`src/rtl/apb_slave_mem.sv`:
```
// apb_slave_mem: word-addressed APB completer memory with programmable wait states
// and PSLVERR on misaligned/out-of-range access. Optional byte strobes: APB_STRB_EN.
`default_nettype none

module apb_slave_mem #(
  parameter int DEPTH  = 16,
  parameter int WAIT_W = 4
) (
  input  logic              PCLK,
  input  logic              PRESETn,
  input  logic              PSEL,
  input  logic              PENABLE,
  input  logic [31:0]       PADDR,
  input  logic              PWRITE,
  input  logic [31:0]       PWDATA,
`ifdef APB_STRB_EN
  input  logic [3:0]        PSTRB,
`endif
  input  logic [WAIT_W-1:0] WAIT_CYC,
  output logic              PREADY,
  output logic [31:0]       PRDATA,
  output logic              PSLVERR
);

  localparam int AW = (DEPTH > 1) ? $clog2(DEPTH) : 1;

  typedef enum logic [1:0] {
    ST_IDLE  = 2'd0,
    ST_WAIT  = 2'd1,
    ST_READY = 2'd2
  } state_t;

  state_t            state, state_nxt;
  logic [29:0]       addr_q;
  logic              wr_q;
  logic [31:0]       wdata_q;
  logic [3:0]        strb_q;
  logic [WAIT_W-1:0] cnt;
  logic [31:0]       mem [DEPTH];

  logic              setup;
  logic [29:0]       cur_addr;
  logic              cur_write;
  logic [AW-1:0]     cur_idx;
  logic              cur_err;
  logic [3:0]        strb_in;
  logic              unused_bits;

`ifdef APB_STRB_EN
  assign strb_in = PSTRB;
`else
  assign strb_in = 4'hF;
`endif

  assign unused_bits = ^PADDR[31:30];

  assign setup = (state == ST_IDLE) && PSEL && !PENABLE;

  // In IDLE the response for a zero-wait transfer is built straight from the bus;
  // otherwise from the values latched at setup.
  assign cur_addr  = (state == ST_IDLE) ? PADDR[29:0] : addr_q;
  assign cur_write = (state == ST_IDLE) ? PWRITE      : wr_q;
  assign cur_idx   = cur_addr[AW+1:2];
  assign cur_err   = (cur_addr[1:0] != 2'b00) || (cur_addr[29:2] >= 28'(DEPTH));

  always_ff @(posedge PCLK or negedge PRESETn) begin
    if (!PRESETn) state <= ST_IDLE;
    else          state <= state_nxt;
  end

  always_comb begin
    state_nxt = state;
    case (state)
      ST_IDLE: begin
        if (setup) state_nxt = (WAIT_CYC == '0) ? ST_READY : ST_WAIT;
      end
      ST_WAIT: begin
        if (!PSEL)                       state_nxt = ST_IDLE;
        else if (cnt == WAIT_W'(1))      state_nxt = ST_READY;
      end
      ST_READY: state_nxt = ST_IDLE;
      default:  state_nxt = ST_IDLE;
    endcase
  end

  always_ff @(posedge PCLK or negedge PRESETn) begin
    if (!PRESETn) begin
      addr_q  <= '0;
      wr_q    <= 1'b0;
      wdata_q <= '0;
      strb_q  <= '0;
      cnt     <= '0;
    end else if (setup) begin
      addr_q  <= PADDR[29:0];
      wr_q    <= PWRITE;
      wdata_q <= PWDATA;
      strb_q  <= strb_in;
      cnt     <= WAIT_CYC;
    end else if (state == ST_WAIT) begin
      cnt     <= cnt - WAIT_W'(1);
    end
  end

  // Outputs are zero except in the single READY cycle.
  always_ff @(posedge PCLK or negedge PRESETn) begin
    if (!PRESETn) begin
      PREADY  <= 1'b0;
      PRDATA  <= '0;
      PSLVERR <= 1'b0;
    end else begin
      PREADY  <= 1'b0;
      PRDATA  <= '0;
      PSLVERR <= 1'b0;
      if (state_nxt == ST_READY) begin
        PREADY  <= 1'b1;
        PSLVERR <= cur_err;
        if (!cur_err && !cur_write) PRDATA <= mem[cur_idx];
      end
    end
  end

  always_ff @(posedge PCLK or negedge PRESETn) begin
    if (!PRESETn) begin
      for (int i = 0; i < DEPTH; i++) mem[i] <= '0;
    end else if (state == ST_READY && wr_q && !cur_err) begin
      for (int b = 0; b < 4; b++) begin
        if (strb_q[b]) mem[cur_idx][8*b +: 8] <= wdata_q[8*b +: 8];
      end
    end
  end

endmodule

`default_nettype wire
```
`config.mk`:
```
export PLATFORM = sky130hd
export DESIGN_NAME = apb_slave_mem
export DESIGN_NICKNAME = d
export VERILOG_FILES = /design/src/rtl/apb_slave_mem.sv
export SDC_FILE = /design/constraint.sdc
export NUM_CORES = 1
export LEC_CHECK = 0
export CAP_MARGIN = 0
export CORE_ASPECT_RATIO = 1.25
export CORE_MARGIN = 5
export CORE_UTILIZATION = 30
export CTS_CLUSTER_SIZE = 20
export DETAILED_ROUTE_END_ITERATION = 12
export PLACE_DENSITY_LB_ADDON = 0.25
export SYNTH_ARGS = -nofsm -noshare
export SYNTH_HDL_FRONTEND = slang
export SYNTH_SLANG_ARGS = --single-unit
```
`constraint.sdc`:
```
create_clock -name PCLK -period 2.2 [get_ports PCLK]
set_input_delay 0.44 -clock PCLK [delete_from_list [all_inputs] [get_ports PCLK]]
set_output_delay 0.44 -clock PCLK [all_outputs]
set_load 0.03 [all_outputs]
```
# Word-level counts from Yosys, hierarchy flattened
# Index checks and enable logic that the tools add are counted.
# totals
regBits	616
output_inout_bits	34
elab_cells	83
input_bits	73
# classes
mux	35
addsub	1
bitwise_logic	1
order_cmp	3
n_eq_ne	4
reduce_logical	14
# op_table
cell	n
$mux W512	7
$bwmux W512	4
$demux W32 S4	4
$mux W32	5
$bmux W32 S4	1
$mux W30	1
$ge A28 B5 Y1 const B	1
$mux W24	1
$mux W16	1
$mux W2	4
$mux W4	2
$mux W8	1
$logic_and A1 B1 Y1	6
$ge A5 B5 Y1 const B	1
$lt A5 B1 Y1 const B	1
$not A4 Y5	1
$eq A2 B2 Y1 const B	2
$eq A4 B1 Y1 const B	1
$logic_not A4 Y1	1
$pmux W2 S2	1
$reduce_bool A2 Y1	2
$sub A4 B1 Y4 const B	1
$logic_not A1 Y1	3
$mux W1	3
3 further kinds	3

# Depth between registers and ports, before layout
# Gate-level depths: netlist (run 1).
# depth
ltp_word	18
ltp_mapped	11
mapped_depth_nobuf	6

# Worst setup path before layout (run 1)
# No wires, ideal clock.
# synth_path
path_kind	in2reg
start	in PADDR[17]
end	reg mem[86] (netlist name)
setup_ps	125
t_required_ps	2075
t_arrival_ps	2127
path_slack_ps	-52
n_path_buf	1
path_stages	7
cell_sequence	nor4_1 > nand4_1 > nor3_4 > o21ai_2 > nor2_4 > buf_4 > mux2_2
# synth_via
elab_chain_cells	5
# synth_rtl
element	line_no	source
start, declared	13	input logic [31:0] PADDR,
$mux W30	61	assign cur_addr = (state == ST_IDLE) ? PADDR[29:0] : addr_q;
$ge A28 B5 Y1	64	assign cur_err = (cur_addr[1:0] != 2'b00) || (cur_addr[29:2] >= 28'(DEPTH));
$logic_or A1 B1 Y1	64	
$logic_not A1 Y1	125	end else if (state == ST_READY && wr_q && !cur_err) begin
$logic_and A1 B1 Y1	125	
end signal, assigned by index	127	if (strb_q[b]) mem[cur_idx][8*b +: 8] <= wdata_q[8*b +: 8];
end, declared	39	logic [31:0] mem [DEPTH];
# Every way passes these cells.
# A chain may end at the register's enable or synchronous reset.

# Worst setup path in the final report (run 1)
# layout_path
start	reg state[0]
end	reg PRDATA[24]
# layout_via
elab_chain_cells	8
elab_cells_between_ends	23
classes_between	order compare: 1; eq/ne: 2; mux: 11; bitwise: 1; reduce/logical: 8
# layout_rtl
element	line_no	source
start, declared	33	state_t state, state_nxt;
start signal, assigned	68	else state <= state_nxt;
$logic_not A2 Y1	n/a	
$mux W30	61	
$ge A28 B5 Y1, or another cell as far along	64	
$logic_or A1 B1 Y1 / $bmux W32 S4 (equally long branches)	64, 117	
$logic_not A1 Y1 / $mux W32 (equally long branches)	117	if (!cur_err && !cur_write) PRDATA <= mem[cur_idx];
$logic_and A1 B1 Y1 / $mux W32 (equally long branches)	117	
$mux W32	117	
$mux W32 (*)	114	if (state_nxt == ST_READY) begin
end signal, assigned	117	
end, declared	21	output logic [31:0] PRDATA,
# Mark *: on every way between the ends. The rest lies on a longest branch, timed or not. The select of a mux whose other input is x is not followed.

==> results of run 1 <==
[sequential cells by signal, summed over array words and instances (netlist names)]
register / count
mem: 512
PRDATA: 32
wdata_q: 32
addr_q: 30
cnt: 4
state: 2
PREADY: 1
PSLVERR: 1
strb_q: 1
wr_q: 1
[logic make-up (layout without fill, tap and decap cells)]
logic type,count (synthesis),count (layout),synth area share (%)
flip-flops,616,616,58.9
multiplexers,488,488,20.9
AO/OA/AOI/OAI,430,432,9.75
AND/OR/NAND/NOR,360,360,6.38
buffers and inverters,196,535,3.85
adder cells (fa/ha/maj),2,2,0.0956
XOR/XNOR,2,2,0.0670
[timing repair]
item,4_1_cts,5_1_grt
cloned,10,37
hold endpoints to repair,16,0
hold buffers,1,0
setup endpoints to repair,544,541
setup buffers,25,25
pin swaps,29,46
resized for setup,175,355
[cells in the final DEF (no fill, tap or decap), drive strengths merged, types with 4 or more instances in the layout]
cell type	count
a221o	4
clkbuf	131
buf	256
o22ai	251
dlygate4sd2	5
bufinv	4
nand2b	6
inv	30
nand3b	5
nor2	58
clkdlybuf4s50	88
a21oi	4
nand4	33
nand3	4
dfrtp	616
mux2	475
nor4	17
mux2i	13
dlymetal6s2s	10
clkinv	10
o21ai	155
a22oi	4
nand2	223
[routing by layer]
layer  vias to the layer above  wire length (um)  global-route usage [%]
li1                       8196                 -                       -
met1                      9927             39100                    23.2
met2                       547             40700                    26.7
met3                       141              5000                    2.66
met4                         0              2790                    5.64
met5                         -                 0                       0
[layout make-up]
| type | instances | area share, % |
|---|---|---|
| clock buffers | 102 | 5.65 |
| clock inverters | 20 | 0.625 |
| repair buffers | 389 | 14.2 |
| inverters | 24 | 0.253 |
| well taps | 1168 | 4.10 |
| flip-flops and latches | 616 | 43.2 |
| multi-input cells | 1284 | 31.9 |
[path summary, 6_finish.rpt]
kind | startpoint | endpoint | cells past startpoint
max in group asynchronous | PRESETn | mem[34] | 3
worst max register to register | state[0] | PRDATA[24] | 9
worst min register to register | addr_q[17] | addr_q[17] | 2
worst min-delay path | PADDR[25] | addr_q[25] | 3
min in group asynchronous | PRESETn | mem[382] | 2
worst max-delay path | state[0] | PRDATA[24] | 9
[worst reg2reg max path, cell delays in order, from the launching register on]
cell and delay, ns:
dfrtp_2 0.45, buf_6 0.14, or4_4 0.58, o31a_2 0.26, clkbuf_16 0.23, o22ai_1 0.17
o21ai_1 0.15, nand4_1 0.18, buf_4 0.16, nor2_1 0.06
[power by group]
group	internal, mW	switching, mW
Sequential	11.6	0.963
Clock	6.82	4.67
Combinational	2.06	2.67
Total	20.5	8.30
==> flow_metrics.env, run 1 <==
export IMPL_status="complete, but fails checks"
export IMPL_path_buf_inv=3
export IMPL_period_share_pct=113
export IMPL_htreeDepth=3
export IMPL_worstSkewPairLatency_ns=0.61
export IMPL_synth_cell_types=48
export IMPL_synth_ff_type="dfrtp_1"
export IMPL_place_port_buffers=104
export IMPL_netlist_area_sq_um=26200
export IMPL_ys_warn_count=0
export IMPL_final_net_count=2459
export IMPL_diodes=0
export IMPL_seqCellArea_sq_um=15400
export IMPL_whs_ns=0.103
export IMPL_maxSlewHeadroom_pct=44.0
export IMPL_initial_core_util_pct=30.1
export IMPL_synth_top_cells_by_area="dfrtp_1 (59%), mux2_2 (18%), o22ai_1 (6.0%)"
export IMPL_gp_congestion=0.794
export IMPL_fp_dieW_um=274
export IMPL_slowest_delay_ns=0.58
export IMPL_gr_total_overflow=0
export IMPL_cpMaxStageDelayCell="or4_4"
export IMPL_synth_top_cell_area_share_pct=58.9
export IMPL_synth_net_count=2169
export IMPL_core_area_sq_um=86900
export IMPL_fin_area_sq_um=35700
export IMPL_cp_max_fo=8
export IMPL_drv_slew=0
export IMPL_cts_made_buffers=69
export IMPL_synth_edff_count=0
export IMPL_area_delta_synth_final_pct=36.3
export IMPL_syn_avg_cell_area_sq_um=12.5
export IMPL_synth_seq_cells=616
export IMPL_violations="setup timing"
export IMPL_regToRegSetupSlack_ns=-0.28
export IMPL_antenna_found_initial=1
export IMPL_drt_wl_total_mm=87.6
export IMPL_cp_cell_sequence="buf_6, or4_4, o31a_2, clkbuf_16, o22ai_1, o21ai_1, nand4_1, buf_4, nor2_1"
export IMPL_power_per_cell_area_nw_per_um2=808
export IMPL_crit_required_ns=2.70
export IMPL_cts_buffer_depth=3
export IMPL_timing_final_ws_setup_ns=-0.283
export IMPL_grt_max_degree=106
export IMPL_netlist_top_cell_by_area="dfrtp_1"
export IMPL_worstMarginPinSlew_ns=0.840
export IMPL_final_core_util_pct=41.0
export IMPL_multi_input_area_sq_um=11400
export IMPL_synth_common_cells="dfrtp_1 (616), mux2_2 (427), o22ai_1 (251)"
export IMPL_fin_tns_setup_ns=-83.11
export IMPL_dp_cells=3391
export IMPL_root_buffer="clkbuf_16"
export IMPL_critical_path_top_delay_family="simple AND/OR/NAND/NOR gates"
export IMPL_stdcell_count=3603
export IMPL_firstDrtPassIters=5
export IMPL_fin_crit_ns=2.48
export IMPL_power_leakage_nw=16.7
export IMPL_drc=0
export IMPL_hold_viol=0
export IMPL_dieHeight_um=340
export IMPL_critPathLaunchType="register"
export IMPL_ir_worst_vdd_uv=516
export IMPL_drive_gt1_share_pct=39.2
export IMPL_fill_cells=8090
export IMPL_endpoint_kind="register"
export IMPL_grtUsageTotal_pct=16.7
export IMPL_grt_pass1_wl_mm=121
export IMPL_wl_per_cell_um=24.3
export IMPL_drv_cap=0
export IMPL_synthCells=2094
export IMPL_seq_area_frac_synth_pct=58.9
export IMPL_synthArstFlopShare_pct=100
export IMPL_arrival_ns=2.98
export IMPL_hold_class="in -> reg"
export IMPL_cts_tree="done"
export IMPL_clock_sinks=616
export IMPL_num_vias=18800
export IMPL_fin_skew_ns=0.0172
export IMPL_io_pins=107
export IMPL_die_area_sq_um=93200
export IMPL_dpl_cell_area_sq_um=30100
export IMPL_num_rows=121
export IMPL_grt_pass1_vias=19700
export IMPL_drt_initial_drc_count=1131
export IMPL_power_mw=28.8
export IMPL_rsz0062_at_grt="yes"
export IMPL_finalSetupViolations=524
export IMPL_max_freq_mhz=403
export IMPL_dp_hpwl_mm=49.0
export IMPL_yosysMostFrequentCell="dfrtp_1"
export IMPL_viasPerCell=5.22
export IMPL_clk_pin_slew_worst_paths_ns=0.06
export IMPL_post_place_ws_ns=-1.11
export IMPL_ant_nets=0
export IMPL_critical_path_class="reg -> reg"
No activity file was read; power rests on OpenSTA's default activity.
==> run 2, diff against run 1 <==
--- a/config.mk
+++ b/config.mk
@@ -12,6 +12,7 @@
 export CTS_CLUSTER_SIZE = 20
 export DETAILED_ROUTE_END_ITERATION = 12
 export PLACE_DENSITY_LB_ADDON = 0.25
+export SLEW_MARGIN = 10
 export SYNTH_ARGS = -nofsm -noshare
 export SYNTH_HDL_FRONTEND = slang
 export SYNTH_SLANG_ARGS = --single-unit
==> results of run 2 <==
No change in the layout: final DEF, timing and power equal those of run 1.
